**src/rtl/msrh_csu_pkg.sv**
```systemverilog
// msrh_csu_pkg: shared CSU constants for the machine-mode CSR file.
//   XLEN_W            default data width (32 or 64)
//   CSR_*             12-bit CSR addresses
//   MSTATUS_*         mstatus field bit positions
//   misa_val()        constant misa contents for a given XLEN (RV{32,64}IM)
package msrh_csu_pkg;

    localparam int XLEN_W = 64;

    localparam logic [11:0] CSR_MSTATUS   = 12'h300;
    localparam logic [11:0] CSR_MISA      = 12'h301;
    localparam logic [11:0] CSR_MIE       = 12'h304;
    localparam logic [11:0] CSR_MTVEC     = 12'h305;
    localparam logic [11:0] CSR_MSCRATCH  = 12'h340;
    localparam logic [11:0] CSR_MEPC      = 12'h341;
    localparam logic [11:0] CSR_MCAUSE    = 12'h342;
    localparam logic [11:0] CSR_MTVAL     = 12'h343;
    localparam logic [11:0] CSR_MIP       = 12'h344;
    localparam logic [11:0] CSR_MCYCLE    = 12'hB00;
    localparam logic [11:0] CSR_MINSTRET  = 12'hB02;
    localparam logic [11:0] CSR_MCYCLEH   = 12'hB80;
    localparam logic [11:0] CSR_MINSTRETH = 12'hB82;
    localparam logic [11:0] CSR_MHARTID   = 12'hF14;

    localparam int MSTATUS_MIE    = 3;
    localparam int MSTATUS_MPIE   = 7;
    localparam int MSTATUS_MPP_LO = 11;
    localparam int MSTATUS_MPP_HI = 12;

    // MXL in the top two bits, extensions I (bit 8) and M (bit 12).
    function automatic logic [63:0] misa_val(input int xlen);
        logic [63:0] v;
        v = 64'h0000_0000_0000_1100;
        if (xlen == 64) v[63:62] = 2'b10;
        else            v[31:30] = 2'b01;
        return v;
    endfunction

endpackage

```
**src/rtl/msrh_csr_file_if.sv**
```systemverilog
// CSR file bus interfaces.
//   csr_rd_if   : valid/addr from requester, data returned combinationally
//   csr_wr_if   : valid/addr/data, final value (requester does any RMW)
//   csr_info_if : mepc/mtvec/mstatus_mie broadcast from the CSR file
interface csr_rd_if #(parameter int XLEN_W = msrh_csu_pkg::XLEN_W);
    logic              valid;
    logic [11:0]       addr;
    logic [XLEN_W-1:0] data;
    modport master (output valid, output addr, input  data);
    modport slave  (input  valid, input  addr, output data);
endinterface

interface csr_wr_if #(parameter int XLEN_W = msrh_csu_pkg::XLEN_W);
    logic              valid;
    logic [11:0]       addr;
    logic [XLEN_W-1:0] data;
    modport master (output valid, output addr, output data);
    modport slave  (input  valid, input  addr, input  data);
endinterface

interface csr_info_if #(parameter int XLEN_W = msrh_csu_pkg::XLEN_W);
    logic [XLEN_W-1:0] mepc;
    logic [XLEN_W-1:0] mtvec;
    logic              mstatus_mie;
    modport master (output mepc, output mtvec, output mstatus_mie);
    modport slave  (input  mepc, input  mtvec, input  mstatus_mie);
endinterface

```
**src/rtl/msrh_csr_file_counter.sv**
```systemverilog
// msrh_csr_counter: 64-bit free-running counter with CSR write override.
//   i_clk, i_reset_n   clock, async active-low reset (clears to 0)
//   i_inc              amount added every cycle
//   i_wr_lo/i_wr_hi    write low/high half (XLEN_W==32) or whole counter (wr_lo, XLEN_W==64)
//   i_wr_data          write value
//   o_cnt              current count
// Any write in a cycle replaces the increment for that cycle.
module msrh_csr_counter #(
    parameter int XLEN_W = 64,
    parameter int INC_W  = 1
) (
    input  logic              i_clk,
    input  logic              i_reset_n,
    input  logic [INC_W-1:0]  i_inc,
    input  logic              i_wr_lo,
    input  logic              i_wr_hi,
    input  logic [XLEN_W-1:0] i_wr_data,
    output logic [63:0]       o_cnt
);

    logic [63:0] cnt_q;
    logic [63:0] cnt_nxt;

    generate
        if (XLEN_W == 32) begin : g_x32
            always_comb begin
                cnt_nxt = cnt_q + 64'(i_inc);
                if (i_wr_lo || i_wr_hi) begin
                    cnt_nxt = cnt_q;
                    if (i_wr_lo) cnt_nxt[31:0]  = i_wr_data[31:0];
                    if (i_wr_hi) cnt_nxt[63:32] = i_wr_data[31:0];
                end
            end
        end else begin : g_x64
            // No high half exists at this width.
            logic unused_wr_hi;
            assign unused_wr_hi = i_wr_hi;
            always_comb begin
                cnt_nxt = cnt_q + 64'(i_inc);
                if (i_wr_lo) cnt_nxt = 64'(i_wr_data);
            end
        end
    endgenerate

    always_ff @(posedge i_clk or negedge i_reset_n) begin
        if (!i_reset_n) cnt_q <= '0;
        else            cnt_q <= cnt_nxt;
    end

    assign o_cnt = cnt_q;

endmodule

```
**src/rtl/msrh_csr_file.sv**
```systemverilog
// msrh_csr_file: machine-mode CSR register file.
//   i_clk, i_reset_n      clock, async active-low reset
//   rd   (csr_rd_if.slave)     combinational read port, unimplemented -> 0
//   wr   (csr_wr_if.slave)     registered write port, RO/unimplemented ignored
//   i_trap_*              exception taken at commit (mepc/mcause/mtval/mstatus)
//   i_mret_valid          mret committed
//   i_commit_cnt          instructions retired this cycle (minstret)
//   info (csr_info_if.master)  registered mepc/mtvec/mstatus.MIE
// Build option: define MSRH_CSR_COUNTERS_EN to implement mcycle/minstret
// (and the high halves at XLEN_W==32); otherwise they read 0 and ignore writes.
module msrh_csr_file
    import msrh_csu_pkg::*;
#(
    parameter int HART_ID = 0,
    parameter int CMT_W   = 2,
    parameter int XLEN_W  = msrh_csu_pkg::XLEN_W
) (
    input  logic                       i_clk,
    input  logic                       i_reset_n,
    csr_rd_if.slave                    rd,
    csr_wr_if.slave                    wr,
    input  logic                       i_trap_valid,
    input  logic [XLEN_W-1:0]          i_trap_cause,
    input  logic [XLEN_W-1:0]          i_trap_pc,
    input  logic [XLEN_W-1:0]          i_trap_tval,
    input  logic                       i_mret_valid,
    input  logic [$clog2(CMT_W+1)-1:0] i_commit_cnt,
    csr_info_if.master                 info
);

    localparam int CNT_W = $clog2(CMT_W+1);
    localparam logic [XLEN_W-1:0] MEPC_MASK  = {{(XLEN_W-1){1'b1}}, 1'b0};
    localparam logic [XLEN_W-1:0] MTVEC_MASK = {{(XLEN_W-2){1'b1}}, 2'b01};

    // MPP is hardwired to M-mode, so only MIE/MPIE are real state.
    logic              st_mie, st_mpie;
    logic [XLEN_W-1:0] mie_q, mtvec_q, mscratch_q, mepc_q, mcause_q, mtval_q;
    logic [XLEN_W-1:0] mstatus_rd;
    logic [XLEN_W-1:0] rdata;

    always_comb begin
        mstatus_rd = '0;
        mstatus_rd[MSTATUS_MIE]                   = st_mie;
        mstatus_rd[MSTATUS_MPIE]                  = st_mpie;
        mstatus_rd[MSTATUS_MPP_HI:MSTATUS_MPP_LO] = 2'b11;
    end

`ifdef MSRH_CSR_COUNTERS_EN
    logic [63:0] cyc, ins;

    msrh_csr_counter #(.XLEN_W(XLEN_W), .INC_W(1)) u_mcycle (
        .i_clk     (i_clk),
        .i_reset_n (i_reset_n),
        .i_inc     (1'b1),
        .i_wr_lo   (wr.valid && wr.addr == CSR_MCYCLE),
        .i_wr_hi   (wr.valid && XLEN_W == 32 && wr.addr == CSR_MCYCLEH),
        .i_wr_data (wr.data),
        .o_cnt     (cyc)
    );

    msrh_csr_counter #(.XLEN_W(XLEN_W), .INC_W(CNT_W)) u_minstret (
        .i_clk     (i_clk),
        .i_reset_n (i_reset_n),
        .i_inc     (i_commit_cnt),
        .i_wr_lo   (wr.valid && wr.addr == CSR_MINSTRET),
        .i_wr_hi   (wr.valid && XLEN_W == 32 && wr.addr == CSR_MINSTRETH),
        .i_wr_data (wr.data),
        .o_cnt     (ins)
    );
`else
    logic unused_commit;
    assign unused_commit = ^i_commit_cnt;
`endif

    // Read data is a pure function of the current registers, so a
    // same-cycle write is not forwarded.
    always_comb begin
        rdata = '0;
        case (rd.addr)
            CSR_MSTATUS:  rdata = mstatus_rd;
            CSR_MISA:     rdata = XLEN_W'(misa_val(XLEN_W));
            CSR_MIE:      rdata = mie_q;
            CSR_MTVEC:    rdata = mtvec_q;
            CSR_MSCRATCH: rdata = mscratch_q;
            CSR_MEPC:     rdata = mepc_q;
            CSR_MCAUSE:   rdata = mcause_q;
            CSR_MTVAL:    rdata = mtval_q;
            CSR_MHARTID:  rdata = XLEN_W'(HART_ID);
`ifdef MSRH_CSR_COUNTERS_EN
            CSR_MCYCLE:    rdata = XLEN_W'(cyc);
            CSR_MINSTRET:  rdata = XLEN_W'(ins);
            CSR_MCYCLEH:   if (XLEN_W == 32) rdata = XLEN_W'(cyc[63:32]);
            CSR_MINSTRETH: if (XLEN_W == 32) rdata = XLEN_W'(ins[63:32]);
`endif
            default:      rdata = '0;
        endcase
    end

    assign rd.data = rdata;

    logic unused_rd_valid;
    assign unused_rd_valid = rd.valid;

    // Later assignments win: CSR write, then mret, then trap, applied per field.
    always_ff @(posedge i_clk or negedge i_reset_n) begin
        if (!i_reset_n) begin
            st_mie     <= 1'b0;
            st_mpie    <= 1'b0;
            mie_q      <= '0;
            mtvec_q    <= '0;
            mscratch_q <= '0;
            mepc_q     <= '0;
            mcause_q   <= '0;
            mtval_q    <= '0;
        end else begin
            if (wr.valid) begin
                case (wr.addr)
                    CSR_MSTATUS: begin
                        st_mie  <= wr.data[MSTATUS_MIE];
                        st_mpie <= wr.data[MSTATUS_MPIE];
                    end
                    CSR_MIE:      mie_q      <= wr.data;
                    CSR_MTVEC:    mtvec_q    <= wr.data & MTVEC_MASK;
                    CSR_MSCRATCH: mscratch_q <= wr.data;
                    CSR_MEPC:     mepc_q     <= wr.data & MEPC_MASK;
                    CSR_MCAUSE:   mcause_q   <= wr.data;
                    CSR_MTVAL:    mtval_q    <= wr.data;
                    default: ;
                endcase
            end
            if (i_mret_valid) begin
                st_mie  <= st_mpie;
                st_mpie <= 1'b1;
            end
            if (i_trap_valid) begin
                mepc_q   <= i_trap_pc & MEPC_MASK;
                mcause_q <= i_trap_cause;
                mtval_q  <= i_trap_tval;
                st_mpie  <= st_mie;
                st_mie   <= 1'b0;
            end
        end
    end

    assign info.mepc        = mepc_q;
    assign info.mtvec       = mtvec_q;
    assign info.mstatus_mie = st_mie;

endmodule

```
**src/flat_wrapper.sv**
```systemverilog
// flat-port wrapper written by rule: the top's interface ports become plain ports
module msrh_csr_file_flat import msrh_csu_pkg::*;
#(
    parameter int HART_ID = 0,
    parameter int CMT_W   = 2,
    parameter int XLEN_W  = msrh_csu_pkg::XLEN_W
)
  (i_clk, i_reset_n, i_trap_valid, i_trap_cause, i_trap_pc, i_trap_tval, i_mret_valid, i_commit_cnt, rd_valid, rd_addr, rd_data, wr_valid, wr_addr, wr_data, info_mepc, info_mtvec, info_mstatus_mie);
  csr_rd_if #(.XLEN_W(XLEN_W)) rd_i ();
  csr_wr_if #(.XLEN_W(XLEN_W)) wr_i ();
  csr_info_if #(.XLEN_W(XLEN_W)) info_i ();
  input  logic i_clk;
  input  logic i_reset_n;
  input  logic i_trap_valid;
  input  logic [XLEN_W-1:0] i_trap_cause;
  input  logic [XLEN_W-1:0] i_trap_pc;
  input  logic [XLEN_W-1:0] i_trap_tval;
  input  logic i_mret_valid;
  input  logic [$clog2(CMT_W+1)-1:0] i_commit_cnt;
  input wire logic [$bits(rd_i.valid)-1:0] rd_valid;
  input wire logic [$bits(rd_i.addr)-1:0] rd_addr;
  output wire logic [$bits(rd_i.data)-1:0] rd_data;
  input wire logic [$bits(wr_i.valid)-1:0] wr_valid;
  input wire logic [$bits(wr_i.addr)-1:0] wr_addr;
  input wire logic [$bits(wr_i.data)-1:0] wr_data;
  output wire logic [$bits(info_i.mepc)-1:0] info_mepc;
  output wire logic [$bits(info_i.mtvec)-1:0] info_mtvec;
  output wire logic [$bits(info_i.mstatus_mie)-1:0] info_mstatus_mie;
  assign rd_i.valid = rd_valid;
  assign rd_i.addr = rd_addr;
  assign rd_data = rd_i.data;
  assign wr_i.valid = wr_valid;
  assign wr_i.addr = wr_addr;
  assign wr_i.data = wr_data;
  assign info_mepc = info_i.mepc;
  assign info_mtvec = info_i.mtvec;
  assign info_mstatus_mie = info_i.mstatus_mie;
  msrh_csr_file #(.HART_ID(HART_ID), .CMT_W(CMT_W), .XLEN_W(XLEN_W)) u_core (.i_clk(i_clk), .i_reset_n(i_reset_n), .rd(rd_i), .wr(wr_i), .i_trap_valid(i_trap_valid), .i_trap_cause(i_trap_cause), .i_trap_pc(i_trap_pc), .i_trap_tval(i_trap_tval), .i_mret_valid(i_mret_valid), .i_commit_cnt(i_commit_cnt), .info(info_i));
endmodule
```
**config.mk**
```make
export PLATFORM = sky130hd
export DESIGN_NAME = msrh_csr_file_flat
export DESIGN_NICKNAME = d
export VERILOG_FILES = /design/src/rtl/msrh_csu_pkg.sv /design/src/rtl/msrh_csr_file_if.sv /design/src/rtl/msrh_csr_file_counter.sv /design/src/rtl/msrh_csr_file.sv /design/src/flat_wrapper.sv
export SDC_FILE = /design/constraint.sdc
export NUM_CORES = 1
export LEC_CHECK = 0
export BUFFER_PORTS_ARGS = -buffer_cell sky130_fd_sc_hd__buf_2
export CAP_MARGIN = 20
export CORE_ASPECT_RATIO = 0.8
export CORE_MARGIN = 2
export CORE_UTILIZATION = 40
export CTS_CLUSTER_DIAMETER = 150
export DETAILED_ROUTE_END_ITERATION = 8
export GPL_TIMING_DRIVEN = 0
export SLEW_MARGIN = 25
export SYNTH_ARGS = -nofsm -noshare
export SYNTH_HDL_FRONTEND = slang
export SYNTH_HIERARCHICAL = 1
export SYNTH_SLANG_ARGS = --single-unit
```
**constraint.sdc**
```tcl
create_clock -name i_clk -period 2.39 [get_ports i_clk]
set_clock_uncertainty 0.05 [all_clocks]
set_input_delay 0.239 -clock i_clk [delete_from_list [all_inputs] [get_ports i_clk]]
set_output_delay 0.239 -clock i_clk [all_outputs]
set_load 0.005 [all_outputs]
```
==> results of run 1 <==
==> layout by cell type (no fill, tap or decap), drive strengths merged, types with 2 or more instances in the layout <==
master and n:
a21oi 131, a221o 56, a22o 3, a2bb2oi 160
a311o 2, a31oi 63, and4b 2, buf 529
bufinv 5, clkbuf 209, clkinv 6, conb 2
dfrtp 384, diode 3, dlygate4sd3 256, inv 6
mux2 197, mux2i 8, mux4 58, nand2 71
nand2b 3, nand3 41, nand3b 2, nand4 4
nor2 40, nor2b 57, nor3 72, nor3b 3
nor4bb 3, o21ai 194, or3 2, or4 3
==> power breakdown <==
group | leakage (nW) | internal, W | switching [W] | total [W]
Combinational | 7.47 | 0.00115 | 0.00119 | 0.00234
Sequential | 4.82 | 0.00681 | 0.000208 | 0.00702
Clock | 0.777 | 0.00450 | 0.00287 | 0.00737
Total | 13.1 | 0.0125 | 0.00427 | 0.0167
==> path summary, 6_finish.rpt <==
| path | endpoint | slack (ns) | depth (start not counted) |
|---|---|---|---|
| min in group asynchronous | u_core/info.mtvec[7]$_DFFE_PN0P_ | 0.22 | 2 |
| max | rd_data[11] | 0.01 | 7 |
| max reg2reg | u_core/info.mepc[1]$_DFFE_PN0P_ | 1.02 | 3 |
| max in group asynchronous | u_core/mcause_q[36]$_DFFE_PN0P_ | 0.73 | 4 |
| min reg2reg | u_core/mie_q[63]$_DFFE_PN0P_ | 0.45 | 1 |
| min | u_core/info.mtvec[3]$_DFFE_PN0P_ | 0.02 | 2 |
==> synthesized netlist by cell type (13+ instances only) <==
master | instances | share of area
a21oi_1 | 131 | 0.032
a221o_1 | 56 | 0.028
a2bb2oi_1 | 160 | 0.069
a31oi_1 | 63 | 0.019
buf_1 | 13 | 0.0024
buf_2 | 14 | 0.0035
buf_6 | 14 | 0.0078
clkbuf_1 | 145 | 0.027
dfrtp_1 | 384 | 0.48
mux2_2 | 77 | 0.043
mux2_4 | 120 | 0.089
mux4_2 | 58 | 0.065
nand2_1 | 71 | 0.013
nand3_1 | 41 | 0.010
nor2_1 | 40 | 0.0074
nor2b_1 | 57 | 0.018
nor3_1 | 72 | 0.018
o21ai_0 | 194 | 0.048
==> area by class of cell <==
class	count	area share
Buffer	192	0.0362
Tap cell	675	0.0303
Antenna cell	3	0.000269
Inverter	6	0.000807
Timing Repair Buffer	735	0.182
Sequential cell	384	0.344
Clock buffer	67	0.0494
Clock inverter	12	0.00672
Multi-Input combinational cell	1189	0.350
==> critical path: cells and delay by family <==
| kind | cells | cell delay [ns] |
|---|---|---|
| mux | 1 | 0.33 |
| compound gates | 2 | 0.40 |
| buf+inv | 4 | 1.10 |
==> metal layers <==
metal	GRT usage	vias to the layer above	share of wire
met2	0.521	1176	0.45
met4	0.126	2	0.035
met5	0	-	0.00010
met3	0.0770	195	0.094
li1	-	8312	-
met1	0.463	9941	0.42
==> logic make-up after synthesis <==
family | after synthesis | synth area share
AO/OA/AOI/OAI | 615 | 0.202
flip-flops | 384 | 0.475
AND/OR/NAND/NOR | 309 | 0.0778
multiplexers | 263 | 0.201
buffers and inverters | 200 | 0.0447
other | 1 | 0.000185
==> state kept, by name, summed over array words and instances (netlist names) <==
signal,count
u_core/info.mepc,63
u_core/mtval_q,64
u_core/mie_q,64
u_core/mscratch_q,64
u_core/info.mstatus_mie,1
u_core/st_mpie,1
u_core/info.mtvec,63
u_core/mcause_q,64
==> metrics by stage <==
step	TNS [ns]	util	setup WS (ns)
floorplan	0	-	0.160
global placement	-2893.52	0.471	-6.90
detailed placement	-281.41	0.473	-1.37
CTS	0	0.559	0.000421
global route	-0.0281	0.561	-0.0281
finish	0	0.561	0.0126
==> timing repair <==
item / CTS / global route
hold buffers: 256 / 0
endpoints found under the hold margin: 449 / 0
pin swaps: 3 / 2
gates resized for setup: 51 / 35
buffers inserted: 3 / 0
endpoints found under the setup margin: 311 / 134
==> reports/results.ini, run 1 <==
[status]
status = complete, no violations

[global_route]
antenna_found_initial = 3
grt_pass1_wl_um = 131000
grt_overflow = 0
grt_start_max_net_pins = 88
track_usage = 0.337
grt_pass1_vias = 19900

[floorplanning]
dieArea_um2 = 52400
die_w_um = 255
start_util = 0.406
die_h_um = 205
coreArea_um2 = 49800
placementRows = 73
io-pin-count = 481

[power_and_ir_drop]
power.density_nw_per_um2 = 599
power_w = 0.0167
p_leak_nw = 13.1
peakVddDrop_uv = 519

[yosys]
synth-edff-count = 0
syn_area_um2 = 20200
ys_ff_latch = 384
syn_inst = 1772
avgSynthCellArea_um2 = 11.4
synth.distinct_cells = 47
synth-main-ff-cell = dfrtp_1
seq_area_frac_synth = 0.475
synthArstFlopShare = 1.00
ys_warn_count = 6

[setup_path]
crit_arrival_ns = 2.09
crit_start = rd_addr[1]
end_kind = output port
crit_type = primary input to output port
slowest_delay_ns = 0.33
worstPathCellList = clkbuf_2 > clkbuf_4 > clkbuf_4 > mux2i_1 > a22oi_1 > o21ai_0 > buf_2
cp-start-kind = primary input
critPathSlowestCell = mux2i_1
r2r-start = u_core/info.mepc[1]$_DFFE_PN0P_
critPathRequiredTime_ns = 2.10
worstPathMaxFanout = 10
cp_common_cell = clkbuf_4

[drt]
final_antenna_net_count = 0
vias = 19600
drtIter0Drc = 2186
wirelength_um = 90200
drcViolationCount = 0
vias_per_cell = 6.01
wl_per_cell_um = 27.7
drt-pass1-iter-count = 8

[placement]
routabilityCongestion = 0.892
dp_hpwl_um = 62200
portBuffers = 471
placed_area_um2 = 23600
dp_cells = 2924

[sta]
fin_crit_ns = 2.38
slew_violations = 0
setup_viol = 0
relSlewSlack = 0.254
hold_viol = 0
rsz0062_at_grt = true
clock.fmax_mhz = 421
holdWs_ns = 0.0167
tightest_slew_ns = 1.12
timing.final.crit_share = 0.995

[clock_network]
root_buffer = clkbuf_16
numCtsBuffers = 43
insertion_delay_ns = 0.56
cts_tree = done
cts.sinks = 384
clk_pin_slew_worst_paths_ns = 0.06
htreeDepth = 2
cts_buffer_depth = 3

[cells_and_area]
fillers = 4328
regArea_um2 = 9610
fin_cells = 3263
areaGrowthSynthToFinish_pct = 38.1
multiInputGateArea_um2 = 9770
final_area_um2 = 27900
nNetsFinal = 2839
drive_gt1_frac = 0.343

[worst_hold_path]
min_from = wr_data[3]
hp-class = primary input to flip-flop

[flow_run]
cap_violations = 0

(Power assumes the default switching activity.)
==> run 2, diff against run 1 <==
clock period = 3.1 ns   (was 2.39 ns; I/O delays follow)
==> run 2 against run 1 <==
  * Final area down 1.0%
  * Highest routed layer unchanged
  * Worst setup slack improved by 0.089 ns
  * Register-to-register slack better by 0.66 ns
  * Global-route usage shrank 0.060 points
  * Count of clock-buffer cells in the layout unchanged
==> reports/results.ini, run 2 (synthesis results as in run 1) <==
[cells_and_area]
final_cell_mix = buf_2, dfrtp_1, dlygate4sd3_1, o21ai_0, a2bb2oi_1
final_common_cell = buf_2
post-route-util = 0.555
nNetsFinal = 2823
areaGrowthSynthToFinish_pct = 36.6
drive_gt1_frac = 0.336

[global_route]
track_usage = 0.336
grt_pass1_vias = 19800
grt_overflow = 0
antenna_found_initial = 5
grt_pass1_wl_um = 131000
grt_start_max_net_pins = 88

[power_and_ir_drop]
peakVddDrop_uv = 405
clkPwrFrac = 0.441
p_int_w = 0.00959
seqPwrFrac = 0.420
p_switching_w = 0.00329
switching_share = 0.255
p_leak_nw = 12.9
pwr-share-comb = 0.139
power.density_nw_per_um2 = 466

[setup_path]
crit_arrival_ns = 2.64
cp-start-kind = primary input
critPathRequiredTime_ns = 2.74
worstPathMaxFanout = 10
worstPathCellList = buf_2 > nor2b_1 > clkbuf_1 > nand3_1 > clkbuf_2 > clkbuf_1 > nor2b_1 > a221o_1 > buf_2
end_kind = output port
rr_worst_depth = 3
r2r-start = u_core/info.mepc[39]$_DFFE_PN0P_
rr_endpoint = u_core/info.mepc[39]$_DFFE_PN0P_
crit_type = primary input to output port
slowest_delay_ns = 0.59
reg2reg_slack_ns = 1.68
critPathSlowestCell = clkbuf_1

[drt]
drt-pass1-iter-count = 5
drtIter0Drc = 2141
wirelength_um = 89900
wl_per_cell_um = 27.7
vias = 19500
drcViolationCount = 0
vias_per_cell = 6.00
final_antenna_net_count = 0

[sta]
tightest_slew_ns = 1.12
timing.final.crit_share = 0.967
rsz0062_at_grt = false
relSlewSlack = 0.254
hold_viol = 0
slew_violations = 0
setup_viol = 0
clock.fmax_mhz = 333
setup_ws_ns = 0.101
fin_crit_ns = 3.00

[floorplanning]
coreArea_um2 = 49800
start_util = 0.406
die_w_um = 255
die_h_um = 205
dieArea_um2 = 52400
placementRows = 73
io-pin-count = 481

[placement]
dp_hpwl_um = 62200
routabilityCongestion = 0.892
portBuffers = 471
dp_slack_ns = -0.730

[status]
status = complete, no violations

[clock_network]
cts.sinks = 384
insertion_delay_ns = 0.56
clk_pin_slew_worst_paths_ns = 0.06
htreeDepth = 2
numCtsBuffers = 43
root_buffer = clkbuf_16
cts_tree = done
cts_buffer_depth = 3

[worst_hold_path]
hp-class = primary input to flip-flop
min_to = u_core/mie_q[39]$_DFFE_PN0P_
min_from = wr_data[39]
hold_path_depth = 2

[flow_run]
cap_violations = 0

## run 2: changes by cell type in the layout (fill, tap and decap cells not counted), sizes merged
cell           delta
dlygate4sd3      -15
clkbuf            +3
diode             +3
clkdlybuf4s15     +1
buf               -5
## run 2: how the worst max path moves through the flow
stage / cells past startpoint / from / slack (ns) / end
2_1_floorplan: 6 / rd_addr[0] / 0.73 / rd_data[41]
3_3_place_gp: 1 / i_reset_n / -6.26 / u_core/info.mtvec[37]$_DFFE_PN0P_
3_5_place_dp: 7 / wr_addr[5] / -0.73 / u_core/mtval_q[33]$_DFFE_PN0P_
4_1_cts: 6 / rd_addr[0] / 0.02 / rd_data[33]
5_1_grt: 9 / rd_addr[6] / 0.007 / rd_data[31]
6_report: 9 / rd_addr[6] / 0.10 / rd_data[31]
## run 2: area by class of cell
class,instances,area (µm²)
Fill cell,4361,22200
Multi-Input combinational cell,1189,9750
Sequential cell,384,9610
Timing Repair Buffer,718,4910
Clock buffer,67,1380
Buffer,193,907
Tap cell,675,845
Clock inverter,12,188
Inverter,6,22.5
Antenna cell,6,15.0
## run 2: metal layers
metal | GRT usage | up-vias | share of wire
li1 | - | 8269 | -
met1 | 0.463 | 9850 | 0.42
met2 | 0.515 | 1183 | 0.45
met3 | 0.0782 | 209 | 0.097
met4 | 0.131 | 4 | 0.036
met5 | 0 | - | 0.00022
## run 2: power groups by stage
stage	Sequential [W]	Combinational [W]	Clock, W
floorplan	0.00544	0.000737	0
global placement	0.00549	0.00146	0
detailed placement	0.00549	0.00150	0
CTS	0.00540	0.00176	0.00572
global route	0.00543	0.00192	0.00593
finish	0.00541	0.00179	0.00568
## run 2: timing repair
item,CTS,global route
hold buffers,241,0
hold endpoints to repair,348,0
setup endpoints to repair,103,30
pin swaps,1,0
resized for setup,14,8
buffers inserted,1,0
## run 2: stage by stage
stage | hold slack, ns | setup TNS [ns] | power (W) | std cells | area (µm²)
final | 0.0160 | 0 | 0.0129 | 3250 | 27600
after global routing | 0.0159 | 0 | 0.0133 | 3246 | 27600
after CTS | 0.0000441 | 0 | 0.0129 | 3245 | 27600
after detailed placement | 0.305 | -73.28 | 0.00700 | 2924 | 23600
after global placement | 0.431 | -2441.28 | 0.00695 | 2919 | 23400
after floorplan | -0.0356 | 0 | 0.00618 | 1773 | 20200
## run 2: critical path, delay by kind of cell
kind | cells | cell delay (ns)
and+or+nand+nor | 3 | 0.50
buffers and inverters | 5 | 1.51
AOI/OAI and AO/OA | 1 | 0.30
==> run 3, diff against run 2 <==
HOLD_SLACK_MARGIN = 0.05   (was not set)
==> run 3 against run 2 <==
  * Non-clock buffer count grew 43
  * Fmax grew 0.15%
  * Count of clock-buffer cells in the layout is the same
  * Register-to-register slack is essentially flat
  * Critical path type is now primary input to flip-flop
  * Largest power group unchanged
  * Via count grew 1.5%
  * Highest routed layer unchanged
  * Total power grew 0.41%
  * Largest cell class unchanged
==> reports/results.ini, run 3 (synthesis results as in run 1) <==
[setup_path]
worstPathCellList = buf_2 > nor3_2 > and4_1 > clkdlybuf4s15_1 > nand3_1 > a31oi_1 > dlygate4sd3_1
cp-start-kind = primary input
rr_endpoint = u_core/info.mepc[45]$_DFFE_PN0P_
critPathSlowestCell = and4_1
rr_worst_depth = 3
end_kind = flip-flop
reg2reg_slack_ns = 1.67
worstPathMaxFanout = 10
slowest_delay_ns = 0.80
crit_arrival_ns = 3.45
critPathRequiredTime_ns = 3.56
crit_type = primary input to flip-flop
r2r-start = u_core/info.mepc[45]$_DFFE_PN0P_

[sta]
rsz0062_at_grt = false
holdWs_ns = 0.0860
fin_crit_ns = 2.99
slew_violations = 0
timing.final.crit_share = 0.966
setup_tns_ns = 0
clock.fmax_mhz = 334
hold_viol = 0
setup_ws_ns = 0.106
relSlewSlack = 0.264
setup_viol = 0
tightest_slew_ns = 1.10

[floorplanning]
die_w_um = 255
placementRows = 73
dieArea_um2 = 52400
io-pin-count = 481
start_util = 0.406
die_h_um = 205
coreArea_um2 = 49800

[clock_network]
htreeDepth = 2
numCtsBuffers = 43
cts_tree = done
root_buffer = clkbuf_16
insertion_delay_ns = 0.56
clk_pin_slew_worst_paths_ns = 0.06
cts.sinks = 384
cts_buffer_depth = 3

[drt]
vias_per_cell = 6.02
drcViolationCount = 0
wl_per_cell_um = 27.5
drt-pass1-iter-count = 6
vias = 19800
final_antenna_net_count = 0
wirelength_um = 90600
drtIter0Drc = 2086

[worst_hold_path]
min_to = u_core/mie_q[2]$_DFFE_PN0P_
hp-class = primary input to flip-flop
min_from = wr_data[2]
hold_path_depth = 2

[cells_and_area]
final_cell_mix = buf_2, dfrtp_1, dlygate4sd3_1, o21ai_0, a2bb2oi_1
areaGrowthSynthToFinish_pct = 38.7
nNetsFinal = 2866
post-route-util = 0.563
drive_gt1_frac = 0.330
fillers = 4313
final_common_cell = buf_2

[global_route]
grt_start_max_net_pins = 88
grt_overflow = 0
antenna_found_initial = 6
track_usage = 0.338
grt_pass1_vias = 20100
grt_pass1_wl_um = 132000

[power_and_ir_drop]
power_w = 0.0129
power.density_nw_per_um2 = 461
p_leak_nw = 13.1
peakVddDrop_uv = 404

[placement]
routabilityCongestion = 0.892
dp_hpwl_um = 62200
dp_slack_ns = -0.730
portBuffers = 471

[flow_run]
cap_violations = 0

[status]
status = complete, no violations

run 3: repair_timing:
item	in CTS	in global routing
pin swaps	1	0
cloned	0	0
setup endpoints to repair	103	38
gates resized for setup	14	8
hold buffers	284	0
setup buffers	1	0
endpoints found under the hold margin	439	0
run 3: report_power, final:
part           internal [W]  switching [W]  total, W
Sequential          0.00525       0.000161   0.00541
Clock               0.00347        0.00221   0.00567
Combinational      0.000921       0.000926   0.00185
Total               0.00964        0.00330    0.0129
run 3: through the flow:
step                      instances  area, µm²
final                          3290      28000
after global routing           3289      28000
after CTS                      3288      28000
after detailed placement       2924      23600
after global placement         2919      23400
after floorplan                1773      20200
run 3: area by class of cell:
| type | instances | area, µm² | area share |
|---|---|---|---|
| Multi-Input combinational cell | 1189 | 9750 | 0.348 |
| Sequential cell | 384 | 9610 | 0.343 |
| Timing Repair Buffer | 761 | 5340 | 0.190 |
| Clock buffer | 67 | 1380 | 0.0492 |
| Buffer | 193 | 907 | 0.0323 |
| Tap cell | 675 | 845 | 0.0301 |
| Clock inverter | 12 | 188 | 0.00669 |
| Inverter | 6 | 22.5 | 0.000803 |
| Antenna cell | 3 | 7.51 | 0.000268 |
run 3: how the worst max path moves through the flow:
| stage | startpoint | cells after the start | end |
|---|---|---|---|
| final | wr_addr[5] | 7 | u_core/info.mepc[30]$_DFFE_PN0P_ |
| after detailed placement | wr_addr[5] | 7 | u_core/mtval_q[33]$_DFFE_PN0P_ |
| after floorplan | rd_addr[0] | 6 | rd_data[41] |
| after global routing | rd_addr[6] | 9 | rd_data[31] |
| after global placement | i_reset_n | 1 | u_core/info.mtvec[37]$_DFFE_PN0P_ |
| after CTS | rd_addr[0] | 6 | rd_data[33] |
run 3: worst max-delay path: cells and delay by family:
family          cells  cell delay [ns]
compound gates      1             0.20
buf+inv             3             1.42
simple gates        3             1.50
run 3: metal layers:
metal,track usage,routed length [µm],vias to the layer above
li1,-,-,8355
met1,0.461,37400,10000
met2,0.523,41100,1192
met3,0.0823,8900,216
met4,0.129,3220,6
met5,0,34,-
